[src/rtl/bus_pkg.sv]
// Shared serial-bus types: arbiter state encoding and priority-mode constants,
// also used by the address decoder.
package bus_pkg;

  typedef enum logic [1:0] {
    IDLE     = 2'd0,
    ADDR     = 2'd1,
    WAIT_SLV = 2'd2,
    BUSY     = 2'd3
  } arb_state_t;

  localparam int ARB_FIXED = 0;
  localparam int ARB_RR    = 1;

endpackage

[src/rtl/arb_picker.sv]
// Combinational one-hot request picker: searches upward from a base index,
// wrapping at N_MASTERS. Fixed-priority mode always searches from index 0.
module arb_picker
  import bus_pkg::*;
#(
  parameter int N_MASTERS = 4,
  parameter int MODE      = ARB_FIXED
) (
  input  logic [N_MASTERS-1:0]         req,
  input  logic [$clog2(N_MASTERS)-1:0] base,
  output logic [N_MASTERS-1:0]         onehot,
  output logic [$clog2(N_MASTERS)-1:0] idx,
  output logic                         any
);

  localparam int IW = $clog2(N_MASTERS);

  logic [IW-1:0] eff_base;
  logic [IW:0]   pos;

  assign eff_base = (MODE == ARB_RR) ? base : '0;

  always_comb begin
    onehot = '0;
    idx    = '0;
    any    = 1'b0;
    pos    = '0;
    for (int i = 0; i < N_MASTERS; i++) begin
      // One spare bit holds base+i before the wrap back into range.
      pos = {1'b0, eff_base} + (IW+1)'(i);
      if (pos >= (IW+1)'(N_MASTERS)) pos = pos - (IW+1)'(N_MASTERS);
      if (!any && req[pos[IW-1:0]]) begin
        any                 = 1'b1;
        onehot[pos[IW-1:0]] = 1'b1;
        idx                 = pos[IW-1:0];
      end
    end
  end

endmodule

[src/rtl/serial_arbiter_n.sv]
// N-master serial-bus arbiter: grants a requesting master, shifts in its serial
// slave address, then tracks the slave handshake with one split slot and a timeout.
module serial_arbiter_n
  import bus_pkg::*;
#(
  parameter int N_MASTERS = 4,
  parameter int ADDR_W    = 2,
  parameter int MODE      = ARB_FIXED,
  parameter int TIMEOUT   = 64
) (
  input  logic                 clk,
  input  logic                 rst,
  input  logic [N_MASTERS-1:0] m_tx,
  output logic [N_MASTERS-1:0] m_rx,
  output logic [N_MASTERS-1:0] grant,
  output logic [ADDR_W-1:0]    addr,
  output logic                 addr_rdy,
  input  logic                 slv_ready,
  input  logic                 slv_responded,
  input  logic                 slv_split,
  input  logic                 slv_resume,
  output logic                 bus_busy,
  output logic                 timeout,
  output arb_state_t           state
);

  localparam int IW = $clog2(N_MASTERS);
  localparam int BW = $clog2(ADDR_W + 1);
  localparam int TW = (TIMEOUT > 0) ? $clog2(TIMEOUT + 1) : 1;

  arb_state_t cur_state, nxt_state;
  logic [N_MASTERS-1:0] nxt_grant, nxt_m_rx, split_mask, pick_onehot;
  logic [ADDR_W-1:0]    nxt_addr, shift, nxt_shift, shift_in, slot_addr, nxt_slot_addr;
  logic [IW-1:0]        own_idx, nxt_own, slot_idx, nxt_slot_idx;
  logic [IW-1:0]        last_grant, nxt_last, pick_base, pick_idx;
  logic [BW-1:0]        bit_cnt, nxt_bit_cnt;
  logic [TW-1:0]        tcnt, nxt_tcnt, tcnt_inc;
  logic nxt_addr_rdy, nxt_timeout, slot_valid, nxt_slot_valid;
  logic resume_pend, nxt_resume, pick_any, split_take;

  assign state     = cur_state;
  assign pick_base = (last_grant == IW'(N_MASTERS-1)) ? '0 : last_grant + IW'(1);
  assign shift_in  = (shift << 1) | ADDR_W'(m_tx[own_idx]);
  assign tcnt_inc  = tcnt + TW'(1);
  // A split while the slot is already occupied is treated as if it never came.
  assign split_take = slv_split && !slot_valid;

  always_comb begin
    split_mask = '0;
    if (slot_valid) split_mask[slot_idx] = 1'b1;
  end

  arb_picker #(.N_MASTERS(N_MASTERS), .MODE(MODE)) u_picker (
    .req    (~m_tx & ~split_mask),
    .base   (pick_base),
    .onehot (pick_onehot),
    .idx    (pick_idx),
    .any    (pick_any)
  );

  // Slave handshake: slv_ready/slv_responded/slv_split are single-cycle levels
  // sampled only while a master owns the bus; priority responded > split > ready.
  always_comb begin
    nxt_state      = cur_state;
    nxt_grant      = grant;
    nxt_m_rx       = '1;
    nxt_addr       = addr;
    nxt_addr_rdy   = 1'b0;
    nxt_timeout    = 1'b0;
    nxt_own        = own_idx;
    nxt_shift      = shift;
    nxt_bit_cnt    = bit_cnt;
    nxt_tcnt       = tcnt;
    nxt_slot_valid = slot_valid;
    nxt_slot_idx   = slot_idx;
    nxt_slot_addr  = slot_addr;
    nxt_resume     = resume_pend;
    nxt_last       = last_grant;

    if (slv_resume && slot_valid && !slv_split) nxt_resume = 1'b1;

    unique case (cur_state)
      IDLE: begin
        if (resume_pend) begin
          nxt_grant           = '0;
          nxt_grant[slot_idx] = 1'b1;
          nxt_own             = slot_idx;
          nxt_addr            = slot_addr;
          nxt_addr_rdy        = 1'b1;
          nxt_tcnt            = '0;
          nxt_slot_valid      = 1'b0;
          nxt_resume          = 1'b0;
          nxt_state           = WAIT_SLV;
        end else if (pick_any) begin
          nxt_grant   = pick_onehot;
          nxt_m_rx    = ~pick_onehot;
          nxt_own     = pick_idx;
          nxt_last    = pick_idx;
          nxt_bit_cnt = '0;
          nxt_state   = ADDR;
        end
      end
      ADDR: begin
        // Count 0 is the strobe cycle; address bits arrive on counts 1..ADDR_W.
        if (bit_cnt == '0) begin
          nxt_bit_cnt = BW'(1);
        end else begin
          nxt_shift = shift_in;
          if (bit_cnt == BW'(ADDR_W)) begin
            nxt_addr     = shift_in;
            nxt_addr_rdy = 1'b1;
            nxt_tcnt     = '0;
            nxt_state    = WAIT_SLV;
          end else begin
            nxt_bit_cnt = bit_cnt + BW'(1);
          end
        end
      end
      WAIT_SLV, BUSY: begin
        if (slv_responded) begin
          nxt_grant = '0;
          nxt_state = IDLE;
        end else if (split_take) begin
          nxt_slot_valid = 1'b1;
          nxt_slot_idx   = own_idx;
          nxt_slot_addr  = addr;
          nxt_grant      = '0;
          nxt_state      = IDLE;
        end else if (cur_state == WAIT_SLV) begin
          if (slv_ready) begin
            nxt_state = BUSY;
          end else if (TIMEOUT != 0 && tcnt_inc == TW'(TIMEOUT)) begin
            nxt_timeout = 1'b1;
            nxt_grant   = '0;
            nxt_state   = IDLE;
          end else begin
            nxt_tcnt = tcnt_inc;
          end
        end
      end
      default: nxt_state = IDLE;
    endcase
  end

  always_ff @(posedge clk) begin
    if (rst) begin
      cur_state   <= IDLE;
      grant       <= '0;
      m_rx        <= '1;
      addr        <= '0;
      addr_rdy    <= 1'b0;
      bus_busy    <= 1'b0;
      timeout     <= 1'b0;
      own_idx     <= '0;
      shift       <= '0;
      bit_cnt     <= '0;
      tcnt        <= '0;
      slot_valid  <= 1'b0;
      slot_idx    <= '0;
      slot_addr   <= '0;
      resume_pend <= 1'b0;
      last_grant  <= IW'(N_MASTERS-1);
    end else begin
      cur_state   <= nxt_state;
      grant       <= nxt_grant;
      m_rx        <= nxt_m_rx;
      addr        <= nxt_addr;
      addr_rdy    <= nxt_addr_rdy;
      bus_busy    <= (nxt_state != IDLE);
      timeout     <= nxt_timeout;
      own_idx     <= nxt_own;
      shift       <= nxt_shift;
      bit_cnt     <= nxt_bit_cnt;
      tcnt        <= nxt_tcnt;
      slot_valid  <= nxt_slot_valid;
      slot_idx    <= nxt_slot_idx;
      slot_addr   <= nxt_slot_addr;
      resume_pend <= nxt_resume;
      last_grant  <= nxt_last;
    end
  end

endmodule

[config.mk]
export PLATFORM = sky130hd
export DESIGN_NAME = serial_arbiter_n
export DESIGN_NICKNAME = d
export VERILOG_FILES = /design/src/rtl/bus_pkg.sv /design/src/rtl/arb_picker.sv /design/src/rtl/serial_arbiter_n.sv
export SDC_FILE = /design/constraint.sdc
export NUM_CORES = 1
export LEC_CHECK = 0
export CAP_MARGIN = 10
export CORE_ASPECT_RATIO = 1.1
export CORE_MARGIN = 2
export CORE_UTILIZATION = 30
export DETAILED_ROUTE_END_ITERATION = 7
export GPL_TIMING_DRIVEN = 0
export SYNTH_ARGS = -nofsm -noshare
export SYNTH_HDL_FRONTEND = slang
export SYNTH_SLANG_ARGS = --single-unit
[constraint.sdc]
create_clock -name clk -period 3 [get_ports clk]
set_input_delay 0.45 -clock clk [delete_from_list [all_inputs] [get_ports clk]]
set_output_delay 0.45 -clock clk [all_outputs]
set_load 0.02 [all_outputs]
==> results of run 1 <==
-- cell type report --
class                      count  area share
buffer                        12      0.0230
clock buffer                   7      0.0377
clock inverter                 1      0.0131
inverter                      13      0.0213
multi-input combinational    168       0.476
sequential                    33       0.289
tap                           80      0.0437
timing repair buffer          22      0.0962
-- layout by cell type (no fill, tap or decap), drive strengths merged, types with 8 or more instances in the layout --
master         count
nand2b             8
inv               13
clkdlybuf4s50     22
mux2i              9
dfxtp             33
nor2              23
clkbuf            15
a21oi             18
nand2             15
o21ai             16
-- routing by layer --
metal | share of wire | vias up | global-route usage
li1 | - | 887 | -
met1 | 0.50 | 808 | 0.179
met2 | 0.45 | 26 | 0.224
met3 | 0.031 | 7 | 0.0323
met4 | 0.021 | 0 | 0.0658
met5 | 0 | - | 0
-- worst paths after layout --
| check | slack (ps) | end | cells past startpoint |
|---|---|---|---|
| setup / recovery | 970 | tcnt[4] | 6 |
| hold / removal | 470 | grant[0] | 2 |
| setup reg to reg | 1100 | grant[3] | 6 |
| hold reg to reg | 470 | grant[0] | 2 |
-- flip-flops by register name, indices dropped and copies added, names as in the netlist --
name	cells
bus_busy	1
slot_valid	1
m_rx	4
state	2
addr	2
own_idx	2
tcnt	7
grant	4
bit_cnt	2
resume_pend	1
addr_rdy	1
timeout	1
slot_addr	2
slot_idx	2
shift	1
-- worst max-delay path, stage by stage --
cell             delay, ps
clkdlybuf4s50_1        450
nand2b_1               200
nand2b_1               180
nor3_1                 640
a31oi_1                170
a31oi_1                160
-- cell families after synthesis --
logic type,share of synthesized area
simple gates,0.249
compound gates,0.239
flops,0.357
buf+inv,0.0547
mux,0.0689
fa+ha+maj,0.0270
xor+xnor,0.00473
-- where the power goes --
group          internal [W]  switching, W  leakage (nW)
combinational     0.0000806      0.000103         0.469
clock              0.000271      0.000164        0.0585
sequential         0.000457     0.0000108         0.268
-- stage by stage --
step	util	area [um^2]	cells	power (W)
finish	0.376	2290	336	0.00109
global route	0.376	2290	336	0.00114
CTS	0.376	2290	336	0.00110
detailed placement	0.357	2170	328	0.000662
global placement	0.357	2170	328	0.000660
floorplan	-	1850	226	0.000600
==> reports/qor.yml, run 1 <==
status:
  status: "complete, no violations"
yosys:
  yosysTopAreaCell: "dfxtp_1"
  avgSynthCellArea_um2: 8.19
  synth-seq-cells: 33
  syn_inst: 226
  netlist_top_cells_count: "dfxtp_1, nor2_1, a21oi_1"
  synth_top_area_frac: 0.357
  seq_area_frac_synth: 0.357
  netlist_area_mm2: 0.00185
  synth_edf_count: 0
  yosysMostFrequentCell: "dfxtp_1"
  synth_warnings: 0
  async_reset_ff_frac: 0
  ys.flop_type: "dfxtp_1"
  ys_top_cells_by_area: "dfxtp_1, a21oi_1, mux2i_1, nor2_1, o21ai_0"
  ys_types: 52
  syn_nets: 240
sta:
  max_freq_mhz: 493
  setup_violations: 0
  drv_slew: 0
  max_slew_margin: 0.483
  hold_ws_ps: 470
  tightest_slew_ps: 770
  post-route-period-util: 0.676
  grt_setup_unrepaired: "false"
  finalHoldViolCount: 0
  skew_ps: 6.13
  setup_tns_ps: 0
  setup_ws_ps: 973
  period_minus_slack_ps: 2030
detailed_routing:
  route.detailed.drc: 0
  wl_per_cell_um: 13.1
  via_count: 1728
  ant_nets: 0
  drt-initial-drc-count: 86
  dr.pass1.iters: 4
  drt_wl_total_mm: 4.41
  via_per_inst: 5.14
setup_path:
  r2r_start: "tcnt[1]"
  crit_start: "slv_responded"
  endpoint_kind: "register"
  crit_arrival_ps: 2250
  crit_path_max_fanout: 7
  cp-start-kind: "input pin"
  worstSetupPathType: "in -> reg"
  crit_required_ps: 3220
clock_tree:
  clkTransAtPathRegs_ps: 70
  cts.sinks: 33
  clockBufferDepth: 2
  cts_resized: 0
  numCtsBuffers: 5
  root_buffer: "clkbuf_8"
  ctsHoldBuffers: 0
  cts_htree_levels: 2
  cts_setup_buffers: 0
  cts_tree: "built"
  worstSkewPairLatency_ps: 290
pwr:
  ir_drop_v: 0.000187
  powerDensity_mw_per_mm2: 475
  power.leakage_nw: 0.795
placement:
  dp_hpwl_mm: 3.23
  dp_slack_ps: 682
  port_buffers: 22
  routabilityCongestion: 0.861
layout:
  multi_input_area_mm2: 0.00109
  final_nets: 269
  antenna_cells: 0
  seq_area_um2: 661
  syn2layout_area_growth_pct: 23.6
  drive_above_1_share: 0.0938
  fill_cells: 659
worst_hold_path:
  worstHoldPathType: "reg -> reg"
  hold_start: "grant[0]"
floorplan:
  die_area_mm2: 0.00682
  placementRows: 30
  die_h_um: 86.4
  die_w_um: 78.9
  coreArea_mm2: 0.00608
  io_pins: 25
  initial_core_util: 0.305
flow_run:
  drv_cap: 0
global_routing:
  grt_pass1_vias: 1637
  grt_remaining_overflow: 0
  grt_max_degree: 11
  antenna_found_initial: 0
  track_usage: 0.140
  grt_pass1_wl_mm: 7.46
No activity file was read; power rests on OpenSTA's default activity.
==> run 2: changes to the inputs <==
- clock period: 3 -> 1.75 ns (I/O delays scaled with it)
==> run 2 against run 1 <==
Setup slack got worse by 930 ps. Highest routed layer unchanged. Largest power group unchanged. Critical endpoint unchanged. Sequential share of layout area fell by 1.5 points. Critical path type unchanged. Clock skew rose by 0.97 ps. Final area rose by 6.0%. Via count rose by 0.93%. Critical path depth fell by 1. Core utilization rose by 2.3 points. First-iteration DRC count rose by 4.7%.
==> reports/qor.yml, run 2 (synthesis results as in run 1) <==
status:
  status: "complete, no violations"
global_routing:
  grt_use_met2: 0.224
  use_met1: 0.180
  antenna_found_initial: 0
  grt_util_met3: 0.0323
  grt_remaining_overflow: 0
  grt_busiest_layer: "met2"
  track_usage: 0.140
  grt_pass1_vias: 1627
  grt_max_degree: 11
  grt_pass1_wl_mm: 7.45
clock_tree:
  clkTransAtPathRegs_ps: 70
  numCtsBuffers: 5
  clockBufferDepth: 2
  cts_htree_levels: 2
  ctsHoldBuffers: 0
  cts.sinks: 33
  root_buffer: "clkbuf_8"
  cts_tree: "built"
  worstSkewPairLatency_ps: 290
placement:
  port_buffers: 22
  dp_hpwl_mm: 3.23
  routabilityCongestion: 0.861
  dp_cells: 328
setup_path:
  worst-path-buf-inv: 1
  crit_family: "simple AND/OR/NAND/NOR gates"
  path_cells: "clkdlybuf4s50_1 -> or2_4 -> or4_4 -> o21ai_4 -> a31oi_1"
  endpoint_kind: "register"
  crit_arrival_ps: 1870
  slowest_delay_ps: 560
  worstSetupPathType: "in -> reg"
  slowest_stage: "or4_4"
  cp-start-kind: "input pin"
  crit_path_max_fanout: 6
  r2r_setup_slack_ps: 50
  crit_required_ps: 1920
detailed_routing:
  via_count: 1744
  route.detailed.drc: 0
  dr.pass1.iters: 4
  via_per_inst: 5.08
  wl_per_cell_um: 13.2
  drt-initial-drc-count: 90
  drt_wl_total_mm: 4.54
  ant_nets: 0
sta:
  max_slew_margin: 0.657
  finalHoldViolCount: 0
  max_freq_mhz: 586
  post-route-period-util: 0.975
  skew_ps: 7.10
  tightest_slew_ps: 514
  drv_slew: 0
  period_minus_slack_ps: 1710
  setup_tns_ps: 0
  setup_violations: 0
layout:
  final_cell_mix: "dfxtp_1, nor2_1, clkdlybuf4s50_1"
  largest-register: "tcnt"
  final_nets: 276
  syn2layout_area_growth_pct: 31.0
  antenna_cells: 0
  largestRegisters: "tcnt: 7 flops, grant: 4 flops, m_rx: 4 flops"
  drive_above_1_share: 0.175
  final_common_cell: "dfxtp_1"
  largest_reg_flops: 7
  stdcell_count: 343
  final_util: 0.399
pwr:
  powerDensity_mw_per_mm2: 783
  total_power_w: 0.00190
  power.leakage_nw: 0.847
  ir_drop_v: 0.000335
flow_run:
  drv_cap: 0
floorplan:
  placementRows: 30
  coreArea_mm2: 0.00608
  die_w_um: 78.9
  io_pins: 25
  die_h_um: 86.4
  die_area_mm2: 0.00682
  initial_core_util: 0.305
worst_hold_path:
  worstHoldPathType: "in -> reg"
## run 2: cell types whose count changed in the layout (fill, tap and decap cells not counted), moves of 2 or more
cell | before | now
dlygate4sd2_1 | 0 | 2
dfxtp_2 | 0 | 3
buf_2 | 4 | 0
o21ai_2 | 0 | 2
clkdlybuf4s50_1 | 22 | 20
buf_6 | 0 | 2
buf_4 | 0 | 8
o21ai_0 | 13 | 9
dfxtp_1 | 33 | 30
o21ai_1 | 2 | 4
## run 2: path summary, 6_finish.rpt
path                            startpoint  endpoint  depth (start not counted)
worst max register to register    state[0]   tcnt[4]                          5
worst min register to register    grant[0]  grant[0]                          2
worst min-delay path               m_tx[2]   m_rx[2]                          3
worst max-delay path             slv_ready   tcnt[4]                          5
## run 2: what timing repair did
| action | 4_1_cts | 5_1_grt |
|---|---|---|
| pin swaps | 8 | 10 |
| setup buffers | 2 | 5 |
| endpoints found under the setup margin | 14 | 19 |
| resized for setup | 15 | 18 |
| gates cloned | 0 | 0 |
## run 2: layout make-up
| class | instances | area, um^2 |
|---|---|---|
| multi-input combinational | 168 | 1150 |
| tap | 80 | 100 |
| inverter | 13 | 48.8 |
| clock inverter | 1 | 30.0 |
| buffer | 12 | 80.1 |
| sequential | 33 | 664 |
| timing repair buffer | 29 | 270 |
| clock buffer | 7 | 86.3 |
| fill | 656 | 3650 |
## run 2: stage by stage
step	setup slack (ps)	cell area [um^2]	hold slack [ps]
4_1_cts	6.76	2340	345
3_3_place_gp	-385	2170	462
2_1_floorplan	69.5	1850	435
6_report	43.9	2430	382
5_1_grt	-9.77	2430	424
3_5_place_dp	-380	2170	464
## run 2: tightest hold or removal path, delay by kind of cell
kind / cells / cell delay, ps
buffers and inverters: 1 / 200
and+or+nand+nor: 2 / 180
## run 2: routing by layer
layer / up-vias / wire (um) / share of wire
met1: 809 / 2200 / 0.48
met2: 30 / 2090 / 0.46
li1: 898 / - / -
met5: - / 0 / 0
met4: 0 / 92 / 0.020
met3: 7 / 162 / 0.036
## run 2: power breakdown
part	switching [W]	internal, W	total [W]
Combinational	0.000189	0.000163	0.000352
Sequential	0.0000197	0.000784	0.000804
Clock	0.000280	0.000464	0.000744
Total	0.000489	0.00141	0.00190
